### config.mk
export PLATFORM = sky130hd
export DESIGN_NAME = ball_bitmap_arbiter_flat
export DESIGN_NICKNAME = d
export VERILOG_FILES = /design/src/rtl/ball_bitmap_arbiter_if.sv /design/src/rtl/ball_bitmap_arbiter.sv /design/src/flat_wrapper.sv
export SDC_FILE = /design/constraint.sdc
export NUM_CORES = 1
export LEC_CHECK = 0
export CAP_MARGIN = 40
export CORE_MARGIN = 1.5
export CORE_UTILIZATION = 33
export DETAILED_ROUTE_END_ITERATION = 10
export PLACE_DENSITY = 0.86
export RECOVER_POWER = 100
export SYNTH_ARGS = -nofsm -noshare
export SYNTH_HDL_FRONTEND = slang
export SYNTH_SLANG_ARGS = --single-unit
export TNS_END_PERCENT = 100
### constraint.sdc
create_clock -name clk -period 3.2 [get_ports clk]
set_clock_uncertainty 0.15 [all_clocks]
set_input_delay 0.96 -clock clk [delete_from_list [all_inputs] [get_ports clk]]
set_output_delay 0.96 -clock clk [all_outputs]
set_load 0.005 [all_outputs]
### src/rtl/ball_bitmap_arbiter_if.sv
// Ball-to-bitmap arbitration bundle.
// Carries per-ball geometry in, shared bitmap traffic and status out.
interface ball_bitmap_arbiter_if #(
  parameter int NUM_BALLS = 4,
  parameter int ID_W      = $clog2(NUM_BALLS)
);
  logic                        startOfFrame;
  logic                        rotateEn;
  logic [NUM_BALLS-1:0]        ballInside;
  logic [NUM_BALLS-1:0][10:0]  ballOffsetX;
  logic [NUM_BALLS-1:0][10:0]  ballOffsetY;
  logic [NUM_BALLS-1:0]        ballEnableSet;
  logic [NUM_BALLS-1:0]        ballEnableClr;
  logic                        bmpDrawingRequest;
  logic [10:0]                 bmpOffsetX;
  logic [10:0]                 bmpOffsetY;
  logic                        bmpInside;
  logic [ID_W-1:0]             ownerId;
  logic                        ownerValid;
  logic [NUM_BALLS-1:0]        ballDrawReq;
  logic [NUM_BALLS-1:0]        enableMask;
  logic                        overlapFlag;

  modport master (
    output startOfFrame, rotateEn, ballInside,
    output ballOffsetX, ballOffsetY,
    output ballEnableSet, ballEnableClr,
    output bmpDrawingRequest,
    input  bmpOffsetX, bmpOffsetY, bmpInside,
    input  ownerId, ownerValid, ballDrawReq,
    input  enableMask, overlapFlag
  );

  modport slave (
    input  startOfFrame, rotateEn, ballInside,
    input  ballOffsetX, ballOffsetY,
    input  ballEnableSet, ballEnableClr,
    input  bmpDrawingRequest,
    output bmpOffsetX, bmpOffsetY, bmpInside,
    output ownerId, ownerValid, ballDrawReq,
    output enableMask, overlapFlag
  );
endinterface

### src/rtl/ball_bitmap_arbiter.sv
// Shares one ball bitmap stage among NUM_BALLS ball objects.
// Rotating-priority pick per pixel, owner routed back one cycle later.
module ball_bitmap_arbiter #(
  parameter int NUM_BALLS = 4,
  parameter int ID_W      = $clog2(NUM_BALLS)
) (
  input logic                   clk,
  input logic                   resetN,
  ball_bitmap_arbiter_if.slave  bus
);

  logic [NUM_BALLS-1:0] en_q, en_d;
  logic [ID_W-1:0]      ptr_q, ptr_d;
  logic [ID_W-1:0]      oid_q;
  logic                 ov_q;
  logic                 acc_q, acc_d;
  logic                 flag_q, flag_d;

  logic [NUM_BALLS-1:0] cand;
  logic [ID_W:0]        idx;
  logic [ID_W-1:0]      win;
  logic                 found;
  logic                 seen;
  logic                 ovl_now;
  logic [NUM_BALLS-1:0] draw;

  assign cand = bus.ballInside & en_q;

  // Wrap-around scan starting at ptr; idx never exceeds 2*NUM_BALLS-2.
  always_comb begin
    win   = '0;
    found = 1'b0;
    idx   = '0;
    for (int k = 0; k < NUM_BALLS; k++) begin
      idx = {1'b0, ptr_q} + (ID_W+1)'(k);
      if (idx >= (ID_W+1)'(NUM_BALLS))
        idx = idx - (ID_W+1)'(NUM_BALLS);
      if (!found && cand[idx[ID_W-1:0]]) begin
        found = 1'b1;
        win   = idx[ID_W-1:0];
      end
    end
  end

  always_comb begin
    seen    = 1'b0;
    ovl_now = 1'b0;
    for (int i = 0; i < NUM_BALLS; i++) begin
      if (cand[i] && seen) ovl_now = 1'b1;
      seen = seen | cand[i];
    end
  end

  always_comb begin
    en_d = (en_q | bus.ballEnableSet) & ~bus.ballEnableClr;
    ptr_d  = ptr_q;
    acc_d  = acc_q | ovl_now;
    flag_d = flag_q;
    if (bus.startOfFrame) begin
      flag_d = acc_q | ovl_now;
      acc_d  = 1'b0;
      if (!bus.rotateEn)
        ptr_d = '0;
      else if (ptr_q == ID_W'(NUM_BALLS-1))
        ptr_d = '0;
      else
        ptr_d = ptr_q + 1'b1;
    end
  end

  always_ff @(posedge clk or negedge resetN) begin
    if (!resetN) begin
      en_q   <= '0;
      ptr_q  <= '0;
      oid_q  <= '0;
      ov_q   <= 1'b0;
      acc_q  <= 1'b0;
      flag_q <= 1'b0;
    end else begin
      en_q   <= en_d;
      ptr_q  <= ptr_d;
      oid_q  <= win;
      ov_q   <= found;
      acc_q  <= acc_d;
      flag_q <= flag_d;
    end
  end

  always_comb begin
    draw = '0;
    for (int i = 0; i < NUM_BALLS; i++)
      draw[i] = ov_q && (oid_q == ID_W'(i))
                && bus.bmpDrawingRequest;
  end

  assign bus.bmpInside   = found;
  assign bus.bmpOffsetX  = found ? bus.ballOffsetX[win] : 11'd0;
  assign bus.bmpOffsetY  = found ? bus.ballOffsetY[win] : 11'd0;
  assign bus.ownerId     = oid_q;
  assign bus.ownerValid  = ov_q;
  assign bus.ballDrawReq = draw;
  assign bus.enableMask  = en_q;
  assign bus.overlapFlag = flag_q;

endmodule

### src/flat_wrapper.sv
// flat-port wrapper written by rule: the top's interface ports become plain ports
module ball_bitmap_arbiter_flat 
#(
  parameter int NUM_BALLS = 4,
  parameter int ID_W      = $clog2(NUM_BALLS)
)
  (clk, resetN, bus_startOfFrame, bus_rotateEn, bus_ballInside, bus_ballOffsetX, bus_ballOffsetY, bus_ballEnableSet, bus_ballEnableClr, bus_bmpDrawingRequest, bus_bmpOffsetX, bus_bmpOffsetY, bus_bmpInside, bus_ownerId, bus_ownerValid, bus_ballDrawReq, bus_enableMask, bus_overlapFlag);
  ball_bitmap_arbiter_if #(.NUM_BALLS(NUM_BALLS), .ID_W(ID_W)) bus_i ();
  input logic clk;
  input logic resetN;
  input wire logic [$bits(bus_i.startOfFrame)-1:0] bus_startOfFrame;
  input wire logic [$bits(bus_i.rotateEn)-1:0] bus_rotateEn;
  input wire logic [$bits(bus_i.ballInside)-1:0] bus_ballInside;
  input wire logic [$bits(bus_i.ballOffsetX)-1:0] bus_ballOffsetX;
  input wire logic [$bits(bus_i.ballOffsetY)-1:0] bus_ballOffsetY;
  input wire logic [$bits(bus_i.ballEnableSet)-1:0] bus_ballEnableSet;
  input wire logic [$bits(bus_i.ballEnableClr)-1:0] bus_ballEnableClr;
  input wire logic [$bits(bus_i.bmpDrawingRequest)-1:0] bus_bmpDrawingRequest;
  output wire logic [$bits(bus_i.bmpOffsetX)-1:0] bus_bmpOffsetX;
  output wire logic [$bits(bus_i.bmpOffsetY)-1:0] bus_bmpOffsetY;
  output wire logic [$bits(bus_i.bmpInside)-1:0] bus_bmpInside;
  output wire logic [$bits(bus_i.ownerId)-1:0] bus_ownerId;
  output wire logic [$bits(bus_i.ownerValid)-1:0] bus_ownerValid;
  output wire logic [$bits(bus_i.ballDrawReq)-1:0] bus_ballDrawReq;
  output wire logic [$bits(bus_i.enableMask)-1:0] bus_enableMask;
  output wire logic [$bits(bus_i.overlapFlag)-1:0] bus_overlapFlag;
  assign bus_i.startOfFrame = bus_startOfFrame;
  assign bus_i.rotateEn = bus_rotateEn;
  assign bus_i.ballInside = bus_ballInside;
  assign bus_i.ballOffsetX = bus_ballOffsetX;
  assign bus_i.ballOffsetY = bus_ballOffsetY;
  assign bus_i.ballEnableSet = bus_ballEnableSet;
  assign bus_i.ballEnableClr = bus_ballEnableClr;
  assign bus_i.bmpDrawingRequest = bus_bmpDrawingRequest;
  assign bus_bmpOffsetX = bus_i.bmpOffsetX;
  assign bus_bmpOffsetY = bus_i.bmpOffsetY;
  assign bus_bmpInside = bus_i.bmpInside;
  assign bus_ownerId = bus_i.ownerId;
  assign bus_ownerValid = bus_i.ownerValid;
  assign bus_ballDrawReq = bus_i.ballDrawReq;
  assign bus_enableMask = bus_i.enableMask;
  assign bus_overlapFlag = bus_i.overlapFlag;
  ball_bitmap_arbiter #(.NUM_BALLS(NUM_BALLS), .ID_W(ID_W)) u_core (.clk(clk), .resetN(resetN), .bus(bus_i));
endmodule
# == Word level (Yosys, flattened, before mapping) ==
# Cells that the tools add are included.
# totals
regBits,11
latchBits,0
ramBits,0
rom_bits,0
in_bits,105
out_inout_bits,35
elab_cells,84
mem_count,0
# classes
n_addsub,8
mul,0
n_div,0
order_cmp,9
n_eq_ne,4
shifts,0
muxes,32
bitwise_logic,7
n_reduce_logical,18
# ops
op,count
11-bit binary-select mux with 2-bit select,2
11-bit 2-to-1 mux,4
2-bit 2-to-1 mux,10
"2-bit by 3-bit < comparator with 1-bit output, second input constant",5
1-bit logical AND,14
1-bit 2-to-1 mux,12
"3-bit greater-or-equal comparator, second input constant",3
4-bit AND,2
1-bit binary-select mux with 2-bit select,4
"2-bit by 1-bit subtractor with 2-bit output, second input constant",4
"2-bit by 2-bit adder with 3-bit output, second input constant",2
"2-bit == test, second input constant",3
4-bit NOT,1
4-bit bitwise OR,1
"2-bit by 1-bit adder with 3-bit output, second input constant",1
"2-bit by 3-bit greater-or-equal comparator with 1-bit output, second input constant",1
1-bit logical NOT,3
1-bit bitwise OR,3
"2-bit by 1-bit adder with 2-bit output, second input constant",1
"2-bit by 1-bit == test with 1-bit output, second input constant",1
2-bit logical NOT,1

# == Longest topological paths before layout ==
# Gate-level depths: netlist of the first run.
# logic_depth
depth_word,17
depth_mapped,7
depth_no_buf,4

# == Worst setup path before layout of the first run ==
# No wires, ideal clock.
# synth_timing
path_kind,in2out
startpoint,in bus_ballInside[0]
endpoint,out bus_bmpOffsetX[0]
t_arrival_ps,2010
t_required_ps,2090
setup_slack_ps,80
stages,5
n_path_buf,1
path_cell_list,and3_4 > o311ai_4 > buf_6 > a32oi_1 > mux2i_1
# synth_via
elab_chain_len,16
elab_cells_between_ends,26
cone_classes,mux (19); bitwise (1); reduce/logical (6)
# synth_rtl
element,line_no,rtl
from (decl),flat_wrapper.sv:13,input wire logic [$bits(bus_i.ballInside)-1:0] bus_ballInside;
4-bit AND *,ball_bitmap_arbiter.sv:27,assign cand = bus.ballInside & en_q;
1-bit binary-select mux with 2-bit select,ball_bitmap_arbiter.sv:38,if (!found && cand[idx[ID_W-1:0]]) begin
1-bit 2-to-1 mux (not written as such),ball_bitmap_arbiter.sv:38,
1-bit 2-to-1 mux,ball_bitmap_arbiter.sv:38,
1-bit logical NOT,ball_bitmap_arbiter.sv:38,
1-bit logical AND,ball_bitmap_arbiter.sv:38,
1-bit 2-to-1 mux,ball_bitmap_arbiter.sv:38,
1-bit logical NOT,ball_bitmap_arbiter.sv:38,
1-bit logical AND,ball_bitmap_arbiter.sv:38,
1-bit 2-to-1 mux,ball_bitmap_arbiter.sv:38,
1-bit logical NOT,ball_bitmap_arbiter.sv:38,
1-bit logical AND,ball_bitmap_arbiter.sv:38,
2-bit 2-to-1 mux,ball_bitmap_arbiter.sv:38,
11-bit binary-select mux with 2-bit select,ball_bitmap_arbiter.sv:97,assign bus.bmpOffsetX = found ? bus.ballOffsetX[win] : 11'd0;
11-bit 2-to-1 mux (not written as such),ball_bitmap_arbiter.sv:97,
11-bit 2-to-1 mux *,ball_bitmap_arbiter.sv:97,
to (decl),flat_wrapper.sv:19,output wire logic [$bits(bus_i.bmpOffsetX)-1:0] bus_bmpOffsetX;
# Mark *: on every way between the ends. The rest lies on a longest branch, timed or not. The select of a mux whose other input is x is not followed.

# == Final worst setup path of the first run ==
# layout_timing
startpoint,in bus_ballInside[0]
endpoint,out bus_bmpOffsetY[3]
# layout_via
elab_chain_len,16
elab_cells_between_ends,26
cone_classes,mux (19); bitwise (1); reduce/logical (6)
# layout_rtl
element,line_no,rtl
4-bit AND *,ball_bitmap_arbiter.sv:27,
1-bit binary-select mux with 2-bit select,ball_bitmap_arbiter.sv:38,
1-bit 2-to-1 mux (not written as such),ball_bitmap_arbiter.sv:38,
1-bit 2-to-1 mux,ball_bitmap_arbiter.sv:38,
1-bit logical NOT,ball_bitmap_arbiter.sv:38,
1-bit logical AND,ball_bitmap_arbiter.sv:38,
1-bit 2-to-1 mux,ball_bitmap_arbiter.sv:38,
1-bit logical NOT,ball_bitmap_arbiter.sv:38,
1-bit logical AND,ball_bitmap_arbiter.sv:38,
1-bit 2-to-1 mux,ball_bitmap_arbiter.sv:38,
1-bit logical NOT,ball_bitmap_arbiter.sv:38,
1-bit logical AND,ball_bitmap_arbiter.sv:38,
2-bit 2-to-1 mux,ball_bitmap_arbiter.sv:38,
11-bit binary-select mux with 2-bit select,ball_bitmap_arbiter.sv:98,assign bus.bmpOffsetY = found ? bus.ballOffsetY[win] : 11'd0;
11-bit 2-to-1 mux (not written as such),ball_bitmap_arbiter.sv:98,
11-bit 2-to-1 mux *,ball_bitmap_arbiter.sv:98,
to (decl),flat_wrapper.sv:20,output wire logic [$bits(bus_i.bmpOffsetY)-1:0] bus_bmpOffsetY;
# Marks and branches as above.

==> results of run 1 <==
[placed cells by master (no fill, tap or decap), types with 2 or more instances in the layout]
| cell | Yosys | final |
|---|---|---|
| and2_4 | 0 | 2 |
| clkdlybuf4s50_1 | 0 | 95 |
| o311ai_4 | 2 | 2 |
| buf_2 | 8 | 22 |
| nor3b_1 | 44 | 42 |
| dlygate4sd3_1 | 0 | 14 |
| inv_1 | 3 | 3 |
| nor2_1 | 12 | 12 |
| buf_16 | 0 | 6 |
| a31oi_1 | 2 | 2 |
| dlygate4sd2_1 | 0 | 4 |
| nand2_1 | 9 | 7 |
| clkbuf_1 | 6 | 3 |
| nor3b_2 | 0 | 2 |
| nand3_1 | 2 | 2 |
| nand3b_1 | 2 | 2 |
| nand2_2 | 0 | 2 |
| buf_12 | 2 | 10 |
| o21ai_0 | 3 | 3 |
| clkbuf_8 | 0 | 3 |
| buf_4 | 4 | 17 |
| nor3_1 | 2 | 2 |
| and3_1 | 2 | 2 |
| a32oi_1 | 44 | 25 |
| dfrtp_1 | 11 | 11 |
| mux2i_1 | 23 | 23 |
| buf_6 | 6 | 9 |
| a32oi_2 | 0 | 19 |
[registers in the layout, indices dropped and copies added, names as in the netlist]
register and count:
u_core.bus.enableMask 4, u_core.bus.ownerId 2, u_core.ptr_q 2, u_core.acc_q 1, u_core.bus.overlapFlag 1, u_core.bus.ownerValid 1
[power by group through the flow]
stage | Clock (mW) | Combinational, mW | Sequential [mW]
CTS | 0.144 | 0.677 | 0.169
global route | 0.147 | 0.731 | 0.170
detailed placement | 0 | 0.559 | 0.170
global placement | 0 | 0.551 | 0.169
floorplan | 0 | 0.254 | 0.168
finish | 0.141 | 0.687 | 0.169
[tightest hold or removal path: cells and delay by family (launching register included)]
| kind | cells | cell delay (ns) |
|---|---|---|
| flip-flops | 1 | 0.32 |
| AO/OA/AOI/OAI | 1 | 0.12 |
| buffers and inverters | 1 | 0.05 |
[final cells by class]
type,count,area [sq um]
timing repair buffer,182,1890
inverter,3,11.3
fill,400,1360
tap,70,87.6
clock buffer,4,45.0
sequential,11,275
multi-input combinational,158,1410
[path summary, 6_finish.rpt]
check | cells after the start | to | from
min in group asynchronous | 1 | u_core.bus.enableMask[2]$_DFF_PN0_ | resetN
worst max register to register | 8 | u_core.bus.ownerId[1]$_DFF_PN0_ | u_core.ptr_q[1]$_DFFE_PN0P_
worst min-delay path | 2 | u_core.acc_q$_DFF_PN0_ | u_core.acc_q$_DFF_PN0_
max in group asynchronous | 1 | u_core.ptr_q[0]$_DFFE_PN0P_ | resetN
worst max-delay path | 9 | bus_bmpOffsetY[3] | bus_ballInside[0]
worst min register to register | 2 | u_core.acc_q$_DFF_PN0_ | u_core.acc_q$_DFF_PN0_
[cell families (layout without fill, tap and decap cells)]
family                     count (synthesis)  in the layout
AOI/OAI and AO/OA                         54             54
adders and majority gates                  1              1
buffers and inverters                     29            189
DFF                                       11             11
muxes                                     23             23
and+or+nand+nor                           80             80
[repair_timing]
| action | CTS | global route |
|---|---|---|
| hold buffers | 0 | 0 |
| setup endpoints to repair | 27 | 22 |
| gates resized for setup | 145 | 14 |
| pin swaps | 24 | 10 |
| setup buffers | 12 | 1 |
| cloned | 9 | 1 |
[layer usage]
layer	share of wire, %	global-route usage, %	wire [um]	vias up
met5	0	0	0	-
met4	1.7	9.52	141	0
met1	39	33.1	3190	1160
met3	8.8	5.95	720	8
met2	51	47.9	4140	116
li1	-	-	-	1128
==> results.sh, run 1 <==
export IMPL_synth_area_top_cells="a32oi_1 (22%), nor3b_1 (19%), dfrtp_1 (16%), mux2i_1 (13%), buf_6 (3.9%)"
export IMPL_numPortBuffers=139
export IMPL_grt_usage_pct=27.3
export IMPL_rsz0062_at_grt="true"
export IMPL_cp_cell_sequence="buf_6, and3_4, o311ai_4, buf_6, buf_6, buf_12, a32oi_2, mux2i_1, buf_2"
export IMPL_tns_ns=-4.36
export IMPL_htreeDepth=1
export IMPL_period_needed_ns=3.45
export IMPL_start_util_pct=34.0
export IMPL_cts_buffers=3
export IMPL_die_w_um=75.3
export IMPL_grt_overflow=0
export IMPL_vias_per_cell=5.64
export IMPL_place_gp_congestion=0.804
export IMPL_die_height_um=75.3
export IMPL_synth_compound_area_share_pct=28.2
export IMPL_synth_top_cell_area_share_pct=22.3
export IMPL_clock_latency_ns=0.24
export IMPL_crit_type="input pin to output port"
export IMPL_clock_sinks=11
export IMPL_crit_family="buffers and inverters"
export IMPL_synth_top_cell_by_area="a32oi_1"
export IMPL_fmax_mhz=290
export IMPL_wl_um=8190
export IMPL_p_total_mw=0.996
export IMPL_whs_ns=0.386
export IMPL_status="finished with violations"
export IMPL_grt_pass1_vias=2380
export IMPL_wl_per_cell_um=19.1
export IMPL_clock_path_buffers=2
export IMPL_dp_hpwl_um=5040
export IMPL_fin_nets=464
export IMPL_synth_cells=198
export IMPL_crit_fanout=6
export IMPL_cpMaxStageDelayCell="o311ai_4"
export IMPL_synth_area_sq_um=1730
export IMPL_crit_top_cell="buf_6"
export IMPL_synthesis_nets=303
export IMPL_avgSynthCellArea_sq_um=8.71
export IMPL_ios=140
export IMPL_synthAdderAreaFrac_pct=0.580
export IMPL_setup_viol_count_final=22
export IMPL_synth_seq_cells=11
export IMPL_worstHoldPathType="flip-flop to flip-flop"
export IMPL_hold_viol=0
export IMPL_place_area_sq_um=3240
export IMPL_yosysWarnings=0
export IMPL_synth_xor_area_share_pct=0
export IMPL_drt_first_pass_iters=4
export IMPL_synth_main_ff_cell="dfrtp_1"
export IMPL_drive_above_1_share_pct=27.9
export IMPL_worstMarginPinSlew_ns=0.511
export IMPL_diodes=0
export IMPL_fp_coreArea_sq_um=5070
export IMPL_power_share_combinational_pct=69.0
export IMPL_dpl_cell_count=404
export IMPL_final_area_sq_um=3710
export IMPL_cts_tree="yes"
export IMPL_root_buffer="clkbuf_8"
export IMPL_crit_path_max_incr_delay_ns=0.28
export IMPL_violations="negative setup slack"
export IMPL_slew_viol_final=0
export IMPL_antenna_found_initial=0
export IMPL_synth_simple_gate_area_share_pct=29.7
export IMPL_antenna_left=0
export IMPL_async_flop_share_pct=100
export IMPL_ir_worst_vdd_mv=0.300
export IMPL_grt_max_degree=29
export IMPL_finalCritPeriodShare_pct=108
export IMPL_clkPwrFrac_pct=14.1
export IMPL_drt_initial_drc_count=108
export IMPL_synthMuxAreaShare_pct=13.3
export IMPL_power_leakage_nw=1.47
export IMPL_setup_slack_ns=-0.246
export IMPL_power_density_nw_per_um2=268
export IMPL_ys_seq_area_share_pct=16.0
export IMPL_route_vias_total=2412
export IMPL_grt_pass1_wl_um=11800
export IMPL_yosysUniqueCellTypes=28
export IMPL_maxCapViolations=0
export IMPL_dpl_worst_slack_ns=-0.945
export IMPL_syn2layout_area_growth_pct=115
export IMPL_cp_start_kind="input pin"
export IMPL_synth_top_family_by_area="simple AND/OR/NAND/NOR gates"
export IMPL_worstPathArrival_ns=2.34
export IMPL_worstSetupEndpointType="output port"
export IMPL_synth_edf_count=0
export IMPL_ys_top_cells_by_count="a32oi_1 (44), nor3b_1 (44), mux2i_1 (23)"
export IMPL_swShare_pct=34.4
export IMPL_clkSlewWorstSetupHoldPaths_ns=0.05
export IMPL_slew_headroom_pct=65.8
export IMPL_drc_errors=0
export IMPL_rows=26
export IMPL_crit_buf_inv=5
export IMPL_stdcell_count=428
export IMPL_final_core_util_pct=73.2
export IMPL_p_switching_mw=0.343
export IMPL_seq_power_share_pct=16.9
export IMPL_power_internal_mw=0.654
export IMPL_crit_required_ns=2.09
export IMPL_r2r_setup_slack_ns=1.27
export IMPL_dieArea_sq_um=5670
(Power assumes the default switching activity.)
==> inputs of run 2 (changes only) <==
--- a/config.mk
+++ b/config.mk
@@ -7,9 +7,9 @@
 export LEC_CHECK = 0
 export CAP_MARGIN = 40
 export CORE_MARGIN = 1.5
-export CORE_UTILIZATION = 33
+export CORE_UTILIZATION = 30
 export DETAILED_ROUTE_END_ITERATION = 10
-export PLACE_DENSITY = 0.86
+export PLACE_DENSITY = 0.83
 export RECOVER_POWER = 100
 export SYNTH_ARGS = -nofsm -noshare
 export SYNTH_HDL_FRONTEND = slang
==> constraint.sdc (replaced) <==
create_clock -name clk -period 2.8 [get_ports clk]
set_clock_uncertainty 0.15 [all_clocks]
set_input_delay 0.84 -clock clk [delete_from_list [all_inputs] [get_ports clk]]
set_output_delay 0.84 -clock clk [all_outputs]
set_load 0.005 [all_outputs]
==> results.sh, run 2 (synthesis results as in run 1) <==
export IMPL_crit_fanout=7
export IMPL_tns_ns=-7.96
export IMPL_fmax_mhz=308
export IMPL_clock_sinks=11
export IMPL_crit_required_ns=1.81
export IMPL_grt_pass1_vias=2428
export IMPL_clock_latency_ns=0.23
export IMPL_wl_um=7590
export IMPL_slew_viol_final=0
export IMPL_timing_rr_end="u_core.bus.ownerId[1]$_DFF_PN0_"
export IMPL_rsz0062_at_grt="true"
export IMPL_cp_endpoint="bus_bmpOffsetY[8]"
export IMPL_slew_headroom_pct=68.0
export IMPL_dpl_worst_slack_ns=-1.12
export IMPL_place_gp_congestion=0.816
export IMPL_dieArea_sq_um=6210
export IMPL_fin_nets=471
export IMPL_clkSlewWorstSetupHoldPaths_ns=0.04
export IMPL_grt_pass1_wl_um=11600
export IMPL_vias_per_cell=5.56
export IMPL_worstSetupEndpointType="output port"
export IMPL_ir_worst_vdd_mv=0.321
export IMPL_htreeDepth=1
export IMPL_drc_errors=0
export IMPL_worstPathArrival_ns=2.26
export IMPL_clock_path_buffers=2
export IMPL_status="finished with violations"
export IMPL_crit_type="input pin to output port"
export IMPL_start_util_pct=31.1
export IMPL_power_leakage_nw=1.46
export IMPL_cts_buffers=3
export IMPL_antenna_left=0
export IMPL_ios=140
export IMPL_route_vias_total=2431
export IMPL_largest_reg_flops=4
export IMPL_setup_viol_count_final=22
export IMPL_rr_worst_depth=7
export IMPL_cts_tree="yes"
export IMPL_worstMarginPinSlew_ns=0.478
export IMPL_rows=27
export IMPL_grt_max_degree=45
export IMPL_rr_startpoint="u_core.ptr_q[1]$_DFFE_PN0P_"
export IMPL_fp_coreArea_sq_um=5540
export IMPL_worstHoldPathType="flip-flop to flip-flop"
export IMPL_syn2layout_area_growth_pct=113
export IMPL_maxCapViolations=0
export IMPL_die_height_um=78.8
export IMPL_final_common_cell="clkdlybuf4s50_1"
export IMPL_antenna_found_initial=0
export IMPL_drt_initial_drc_count=82
export IMPL_layout_common_cells="clkdlybuf4s50_1 (95), nor3b_1 (44), a32oi_1 (32)"
export IMPL_wl_per_cell_um=17.4
export IMPL_grt_usage_pct=23.0
export IMPL_numPortBuffers=139
export IMPL_power_density_nw_per_um2=300
export IMPL_die_w_um=78.8
export IMPL_violations="negative setup slack"
export IMPL_root_buffer="clkbuf_8"
export IMPL_period_needed_ns=3.25
export IMPL_hold_viol=0
export IMPL_setup_slack_ns=-0.449
export IMPL_drive_above_1_share_pct=27.4
export IMPL_cp_start_kind="input pin"
export IMPL_grt_overflow=0
export IMPL_dp_hpwl_um=4950
export IMPL_drt_first_pass_iters=4
export IMPL_finalCritPeriodShare_pct=116
export IMPL_whs_ns=0.368
export IMPL_diodes=0
export IMPL_r2r_setup_slack_ns=1.08
export IMPL_crit_start="bus_ballInside[0]"
[run 2: cell types whose count changed in the layout (fill, tap and decap cells not counted), sizes merged]
cell,previous run,this run
buf,65,72
clkdlybuf4s15,0,2
dlygate4sd2,4,2
clkbuf,8,9
dlygate4sd3,14,13
[run 2: critical path: stages]
cell	delay, ns
buf_6	0.10
buf_6	0.11
buf_6	0.10
nand3b_1	0.14
o311ai_4	0.14
buf_6	0.14
buf_6	0.12
buf_12	0.13
a32oi_2	0.18
mux2i_1	0.12
buf_2	0.14
[run 2: layout make-up]
class	instances	area, sq um
fill	444	1870
tap	72	90.1
timing repair buffer	189	1890
multi-input combinational	158	1360
clock buffer	4	45.0
sequential	11	275
inverter	3	11.3
[run 2: stage by stage]
step | utilization [%] | instances | power, mW | cell area (sq um)
floorplan | - | 198 | 0.483 | 1730
global placement | 59.0 | 409 | 0.829 | 3270
detailed placement | 59.0 | 409 | 0.840 | 3270
CTS | 64.1 | 437 | 1.07 | 3550
global route | 66.2 | 437 | 1.17 | 3670
finish | 66.2 | 437 | 1.10 | 3670
[run 2: routing by layer]
metal | global-route usage [%] | wire length (um) | up-vias
li1 | - | - | 1145
met1 | 28.6 | 3070 | 1123
met2 | 40.3 | 3690 | 147
met3 | 4.02 | 632 | 16
met4 | 7.19 | 194 | 0
met5 | 0 | 0 | -
[run 2: worst min-delay path by stage]
stage | from | endpoint | slack (ns) | cells past startpoint
after floorplan | u_core.acc_q$_DFF_PN0_ | u_core.acc_q$_DFF_PN0_ | 0.33 | 2
after global placement | u_core.acc_q$_DFF_PN0_ | u_core.acc_q$_DFF_PN0_ | 0.35 | 2
after detailed placement | u_core.acc_q$_DFF_PN0_ | u_core.bus.overlapFlag$_DFFE_PN0P_ | 0.36 | 2
after CTS | u_core.acc_q$_DFF_PN0_ | u_core.acc_q$_DFF_PN0_ | 0.38 | 2
after global routing | u_core.acc_q$_DFF_PN0_ | u_core.acc_q$_DFF_PN0_ | 0.40 | 2
final | u_core.acc_q$_DFF_PN0_ | u_core.acc_q$_DFF_PN0_ | 0.37 | 2
[run 2: timing repair]
item | in CTS | in global routing
hold buffers | 0 | 0
endpoints found under the setup margin | 27 | 25
setup buffers | 18 | 3
pin swaps | 32 | 20
gates resized for setup | 135 | 29
cloned | 6 | 1
[run 2: where the power goes]
part	switching (mW)	internal (mW)
Clock	0.0543	0.0995
Combinational	0.295	0.461
Sequential	0.0166	0.175
==> inputs of run 3 (changes only) <==
--- a/config.mk
+++ b/config.mk
@@ -5,7 +5,7 @@
 export SDC_FILE = /design/constraint.sdc
 export NUM_CORES = 1
 export LEC_CHECK = 0
-export CAP_MARGIN = 40
+export CAP_MARGIN = 5
 export CORE_MARGIN = 1.5
 export CORE_UTILIZATION = 30
 export DETAILED_ROUTE_END_ITERATION = 10
==> results of run 3 <==
Final layout, timing and power as in run 2 (identical DEF).
